`src/rtl/roi_downsampler.sv`:
```
// Box-averages a centred ROI of the pixel stream into an OUT_DIM x OUT_DIM image, one block-row of accumulators.
// Build option: INVERT_EN outputs 252 - average (bright stroke on black) instead of the plain average.
module roi_downsampler #(
    parameter int IMG_WIDTH  = 640,
    parameter int IMG_HEIGHT = 480,
    parameter int ROI_X0     = 96,
    parameter int ROI_Y0     = 16,
    parameter int BLOCK_LOG2 = 4,
    parameter int OUT_DIM    = 28
) (
    input  logic       pclk,
    input  logic       reset,
    input  logic       vsync,
    input  logic       pix_valid,
    input  logic [5:0] pix_data,
    output logic [9:0] out_addr,
    output logic [7:0] out_data,
    output logic       out_we,
    output logic       frame_done
);

    localparam int IDX_W     = (OUT_DIM > 1) ? $clog2(OUT_DIM) : 1;
    // Block sum scaled so a full-scale block (63 per pixel) maps to 252.
    localparam int AVG_SHIFT = 2 * BLOCK_LOG2 - 2;
    localparam logic [9:0] X_LAST    = 10'(IMG_WIDTH - 1);
    localparam logic [9:0] Y_END     = 10'(IMG_HEIGHT);
    localparam logic [9:0] X0        = 10'(ROI_X0);
    localparam logic [9:0] Y0        = 10'(ROI_Y0);
    localparam logic [9:0] ROI_SPAN  = 10'(OUT_DIM << BLOCK_LOG2);
    localparam logic [9:0] ADDR_LAST = 10'(OUT_DIM * OUT_DIM - 1);

    logic [9:0]  r_x;
    logic [9:0]  r_y;
    logic        r_frame_ok;
    logic [13:0] r_acc [OUT_DIM];

    logic [9:0]       w_lx;
    logic [9:0]       w_ly;
    logic [9:0]       w_bx;
    logic [9:0]       w_by;
    logic [IDX_W-1:0] w_idx;
    logic             w_in_roi;
    logic             w_accept;
    logic             w_blk_end;
    logic [13:0]      w_sum;
    logic [7:0]       w_avg;
    logic [7:0]       w_out_data;
    logic [9:0]       w_row_base;
    logic [9:0]       w_addr;

    // Unsigned wrap makes columns/lines left of or above the ROI compare as large.
    assign w_lx      = r_x - X0;
    assign w_ly      = r_y - Y0;
    assign w_in_roi  = (w_lx < ROI_SPAN) && (w_ly < ROI_SPAN) && (r_y < Y_END);
    assign w_bx      = w_lx >> BLOCK_LOG2;
    assign w_by      = w_ly >> BLOCK_LOG2;
    assign w_idx     = IDX_W'(w_bx);
    assign w_accept  = pix_valid && !vsync && r_frame_ok && w_in_roi;
    assign w_blk_end = (&w_lx[BLOCK_LOG2-1:0]) && (&w_ly[BLOCK_LOG2-1:0]);
    assign w_sum     = r_acc[w_idx] + {8'd0, pix_data};
    assign w_avg     = 8'(w_sum >> AVG_SHIFT);

`ifdef INVERT_EN
    assign w_out_data = 8'd252 - w_avg;
`else
    assign w_out_data = w_avg;
`endif

    generate
        if (OUT_DIM == 28) begin : g_row_shift
            assign w_row_base = (w_by << 5) - (w_by << 2);
        end else begin : g_row_mult
            assign w_row_base = w_by * 10'(OUT_DIM);
        end
    endgenerate

    assign w_addr = w_row_base + w_bx;

    always_ff @(posedge pclk or posedge reset) begin
        if (reset) begin
            r_x        <= '0;
            r_y        <= '0;
            r_frame_ok <= 1'b0;
            out_addr   <= '0;
            out_data   <= '0;
            out_we     <= 1'b0;
            frame_done <= 1'b0;
            for (int i = 0; i < OUT_DIM; i++) r_acc[i] <= '0;
        end else begin
            out_we     <= 1'b0;
            frame_done <= 1'b0;
            if (vsync) begin
                r_x        <= '0;
                r_y        <= '0;
                r_frame_ok <= 1'b1;
                for (int i = 0; i < OUT_DIM; i++) r_acc[i] <= '0;
            end else if (pix_valid) begin
                if (r_y < Y_END) begin
                    if (r_x == X_LAST) begin
                        r_x <= '0;
                        r_y <= r_y + 10'd1;
                    end else begin
                        r_x <= r_x + 10'd1;
                    end
                end
                if (w_accept) begin
                    if (w_blk_end) begin
                        r_acc[w_idx] <= '0;
                        out_we       <= 1'b1;
                        out_addr     <= w_addr;
                        out_data     <= w_out_data;
                        if (w_addr == ADDR_LAST) begin
                            frame_done <= 1'b1;
                            r_frame_ok <= 1'b0;
                        end
                    end else begin
                        r_acc[w_idx] <= w_sum;
                    end
                end
            end
        end
    end

endmodule

```
`config.mk`:
```
export PLATFORM = sky130hd
export DESIGN_NAME = roi_downsampler
export DESIGN_NICKNAME = d
export VERILOG_FILES = /design/src/rtl/roi_downsampler.sv
export SDC_FILE = /design/constraint.sdc
export NUM_CORES = 2
export LEC_CHECK = 0
export ABC_CLOCK_PERIOD_IN_PS = 15500
export CAP_MARGIN = 20
export CORE_UTILIZATION = 35
export DETAILED_ROUTE_END_ITERATION = 7
export SYNTH_ARGS = -nofsm -noshare
export SYNTH_HDL_FRONTEND = slang
export SYNTH_SLANG_ARGS = --single-unit
```
`constraint.sdc`:
```
create_clock -name pclk -period 15.5 [get_ports pclk]
set_input_delay 3.1 -clock pclk [delete_from_list [all_inputs] [get_ports pclk]]
set_output_delay 3.1 -clock pclk [all_outputs]
set_load 0.02 [all_outputs]
```
======== Yosys cells after proc, flatten, opt, wreduce, memory -nomap -nowiden ========
Index checks and enable logic that the tools add are counted.
cells by class
  multiplexer cells ....................... 32
  reductions and logical operators ........ 21
  $add $sub $neg .......................... 7
  bitwise logic cells ..................... 4
  equal/unequal tests ..................... 2
  $lt $le $gt $ge ......................... 5
operators with widths
  kind                     count
  $mux W392                4
  $and A392 B392 Y392      1
  $bwmux W392              1
  $not A392 Y392           1
  $mux W10                 8
  $bmux W14 S5             1
  $demux W14 S5            1
  $mux W14                 3
  $lt A10 B9 Y1 const B    3
  $add A10 B1 Y10 const B  2
  $eq A10 B10 Y1 const B   2
  $reduce_and A4 Y1        4
  $add A14 B6 Y14          1
  $mux W1                  14
  $reduce_bool A2 Y1       6
  $add A10 B6 Y10          1
  $sub A10 B5 Y10 const B  1
  $sub A10 B7 Y10 const B  1
  $sub A10 B8 Y10          1
  $logic_and A1 B1 Y1      7
  $ge A6 B6 Y1 const B     1
  $lt A6 B1 Y1 const B     1
  $not A5 Y6               1
  $reduce_and A2 Y1        2
  3 further kinds          3
word-level totals
  input bits .............................. 10
  bits in registers ....................... 433
  output and inout bits ................... 20

======== Depth between registers and ports, before layout ========
  depth in word-level cells ............... 12
  depth in mapped cells ................... 27

======== Worst setup path before layout ========
No wires, ideal clock.
  path type ............................... input port to flip-flop
  start point ............................. input port pix_data[0]
  end point ............................... register r_acc[12] in the netlist's numbering
  arrival time ............................ 5322 ps
  library setup time ...................... 134 ps
  slack ................................... 10044 ps
  stages on the path ...................... 11
  cell sequence ........................... ha_1 > fa_1 > a21o_1 > a21o_1 > a21o_1 > a21oi_1 > nor3_1 > and4b_1 > mux2i_1 > clkbuf_1 > o21ai_0
between the ends
  word-level cells in the longest chain between the ends .. 6
ends and longest elaborated chain
  what                           RTL line  RTL
  start, declared                15        input logic [5:0] pix_data,
  $add A14 B6 Y14                60        assign w_sum = r_acc[w_idx] + {8'd0, pix_data};
  $bwmux W392                    117       r_acc[w_idx] <= w_sum;
  $mux W392                      107       if (w_blk_end) begin
  $mux W392                      106       if (w_accept) begin
  $mux W392                      97        end else if (pix_valid) begin
  $mux W392                      92        if (vsync) begin
  end signal, assigned by index  117
  end, declared                  35        logic [13:0] r_acc [OUT_DIM];
No other way between the ends. The select of a mux whose other input is x is not followed.
A chain may end at the register's enable or synchronous reset.

======== Worst setup path after layout ========
  start point ............................. register r_x[6]
  end point ............................... register r_acc[344] in the netlist's numbering
between the ends
  word-level cells in the longest chain between the ends .. 12
  elaborated cells on any way between the ends .. 24
  classes of those cells .................. add/sub (2); order compare (3); mux (10); bitwise (3); reduce/logical (6)
ends and longest elaborated chain
  what                                                      RTL line  RTL
  start, declared                                           32        logic [9:0] r_x;
  start signal, assigned                                    103       r_x <= r_x + 10'd1;
  $sub A10 B7 Y10 (*)                                       52        assign w_lx = r_x - X0;
  branches (longest 11 deep; another with $add A14 B6 Y14)  --
Mark *: on every way between the ends. The select of a mux whose other input is x is not followed.

==> impl_metrics.csv <==
group,metric,value,unit
cells_and_area,postLayoutCellArea,24100,um^2
worst_setup_path,crit_required,16.00,ns
cts,cts_hold_buf,0,
cells_and_area,drive_above_1_share,0.114,
yosys,synthMuxAreaShare,0.119,
route,vias,17100,
min_path,hold_end,"r_acc[60]",
timing,worst_slew_pin_slew,1.18,ns
cells_and_area,nNetsFinal,2118,
yosys,yosysSeqAreaShare,0.505,
floorplan,io_pins,30,
route,first_pass_iters,6,
yosys,ys_top_cells_by_area,"dfrtp_1, mux4_2, nand2_1",
route,wl_per_cell,24.0,um
yosys,synth_xor_area_frac,0.0152,
yosys,synth_top_family_by_area,"simple AND/OR/NAND/NOR gates",
pwr,total_power,2480,uW
cts,clock_latency,0.61,ns
place,portBuffers,29,
yosys,async_flop_share,1.00,
yosys,postSynthAreaPerCell,10.2,um^2
yosys,synthSimpleGateAreaFrac,0.166,
timing,clock_skew,0.0277,ns
yosys,netlist_instances,2112,
pwr,p_leak,0.0101,uW
cells_and_area,utilization,0.398,
grt,antenna_found_initial,2,
cts,path_clk_slew,0.06,ns
cts,cts_max_level,2,
worst_setup_path,crit_fanout,21,
floorplan,core.rowCount,90,
yosys,synth_area,21500,um^2
timing,period_needed,6.42,ns
min_path,hold_class,"reg -> reg",
grt,track_usage,0.225,
yosys,ys_top_cells_by_count,"dfrtp_1, nand2_1, nor2_1",
route,route.detailed.drc,0,
min_path,whs_path_depth,2,
worst_setup_path,start_kind,"flop",
route,ant_nets,0,
timing,finalSetupViolations,0,
yosys,synth-seq-cells,433,
grt,grt_first_pass_wirelength,108000,um
worst_setup_path,rrSetupSlack,9.08,ns
pwr,peakVddDrop,0.0711,mV
cts,root_buffer,"clkbuf_16",
floorplan,die_w,250,um
timing,hold_viol_final,0,
cells_and_area,antenna_cells,0,
worst_setup_path,r2r-start,"r_x[6]",
place,dp_hpwl,47100,um
timing,fmax,0.156,GHz
cells_and_area,area_growth,12.2,%
cts,cts_buffer_depth,3,
worst_setup_path,rr_worst_depth,16,
yosys,synth_cell_types,72,
floorplan,core-area,60500,um^2
worst_setup_path,cp.arrival,6.92,ns
yosys,yosys_warnings,0,
yosys,synth_top_area_frac,0.505,
grt,grt_pass1_vias,17000,
yosys,synth_ff_type,"dfrtp_1",
yosys,yosysMostFrequentCell,"dfrtp_1",
pwr,power_density,103,nW/um^2
yosys,synth-edff-count,0,
cts,tritoncts,"done",
cts,cts_sinks,433,
timing,max_slew_margin,0.210,
route,drt_wl_total,69600,um
yosys,synth_compound_area_frac,0.146,
worst_setup_path,r2r-end,"r_acc[344]",
status,run_status,"complete, no violations",
grt,overflow,0,
timing,grt_setup_unrepaired,"false",
route,viasPerCell,5.89,
floorplan,start_util,0.355,
timing,fin_crit_sh,0.414,
cts,postCtsSetupBuffers,0,
timing,setup_tns,0,ns
yosys,synth.net_count,2147,
cts,cts_made_buffers,49,
job,cap_viol_max_count,0,
yosys,synth-adder-area-share,0.0153,
grt,grt_max_degree,96,
route,first_iter_violations,2001,
place,gp_congestion,0.975,
place,placed_area,22400,um^2
min_path,hold_start,"r_acc[60]",
floorplan,die_area,62300,um^2
yosys,synth_area_leader_cell,"dfrtp_1",
timing,drv_slew,0,
cts,ctsResizeCount,0,
worst_setup_path,crit_type,"reg -> reg",
worst_setup_path,cp-end-kind,"flop",
floorplan,die_y,250,um
-- logic make-up after synthesis --
logic type	after synthesis
buffers and inverters	165
adder cells (fa/ha/maj)	25
multiplexers	129
flip-flops	433
XOR/XNOR	33
AO/OA/AOI/OAI	501
AND/OR/NAND/NOR	826
-- registers in the layout, summed over array words and instances (netlist names) --
name,flops
r_acc,392
out_data,8
r_frame_ok,1
out_we,1
frame_done,1
r_y,10
out_addr,10
r_x,10
-- worst max-delay path, stage by stage (launching register included) --
cell and delay (ns):
dfrtp_1 0.56, ha_1 0.70, inv_1 0.29, o41ai_4 1.01, and2_0 0.52, buf_4 0.28
a22oi_1 0.09, nand3_1 0.14, ha_1 0.28, a21o_1 0.19, a21o_1 0.20, a21o_1 0.20
a21oi_1 0.24, nor3_1 0.12, xnor2_1 0.43, nand2_1 0.67, o21ai_0 0.38
-- routing by layer --
layer,GRT usage,wire length [um],vias to the layer above
li1,-,-,7430
met1,0.313,29900,8766
met2,0.346,31700,746
met3,0.0423,5450,140
met4,0.0907,2600,2
met5,0,19,-
-- cell usage in the layout (no fill, tap or decap), types with 12 or more instances in the layout --
master | Yosys | routed
nor2_1 | 247 | 246
nand3b_1 | 17 | 17
nand2b_1 | 12 | 12
nand3_1 | 51 | 51
nor3_1 | 25 | 24
a32o_1 | 27 | 27
clkdlybuf4s50_1 | 0 | 28
a22oi_1 | 45 | 45
xnor2_1 | 19 | 18
inv_1 | 21 | 20
a22o_1 | 47 | 47
clkbuf_1 | 97 | 12
nor2b_1 | 17 | 17
o21ai_0 | 171 | 171
ha_1 | 23 | 23
mux2i_1 | 24 | 24
clkbuf_16 | 0 | 50
buf_4 | 5 | 33
mux4_2 | 98 | 98
nand2_1 | 400 | 400
a21oi_1 | 151 | 151
dfrtp_1 | 433 | 431
-- worst max-delay path by stage --
stage                start    endpoint  slack [ns]  cells past startpoint
4_1_cts             r_x[6]   r_acc[50]        9.31                     16
2_1_floorplan        reset  frame_done        0.34                      1
5_1_grt             r_x[6]  r_acc[302]        8.89                     16
6_report            r_x[6]  r_acc[344]        9.08                     16
3_5_place_dp     pix_valid  r_frame_ok        8.74                     10
3_3_place_gp   pix_data[0]   r_acc[50]        8.78                     11
-- stage by stage --
stage	hold slack (ns)	cells	worst slack, ns
2_1_floorplan	0.443	2112	0.340
3_3_place_gp	0.456	2813	8.78
3_5_place_dp	0.466	2814	8.74
4_1_cts	0.479	2901	9.31
5_1_grt	0.499	2901	8.89
6_report	0.476	2901	9.08
-- layout make-up --
type	instances	area, um^2
Fill cell	5804	36400
Sequential cell	433	10800
Multi-Input combinational cell	1514	9910
Clock buffer	73	1450
Tap cell	782	978
Timing Repair Buffer	63	559
Clock inverter	14	235
Inverter	22	90.1
-- where the power goes --
group / leakage, uW / switching, uW / internal (uW)
sequential: 0.00604 / 2.50 / 1130
combinational: 0.00326 / 95.9 / 20.4
clock: 0.000829 / 483 / 743
(Power assumes the default switching activity.)
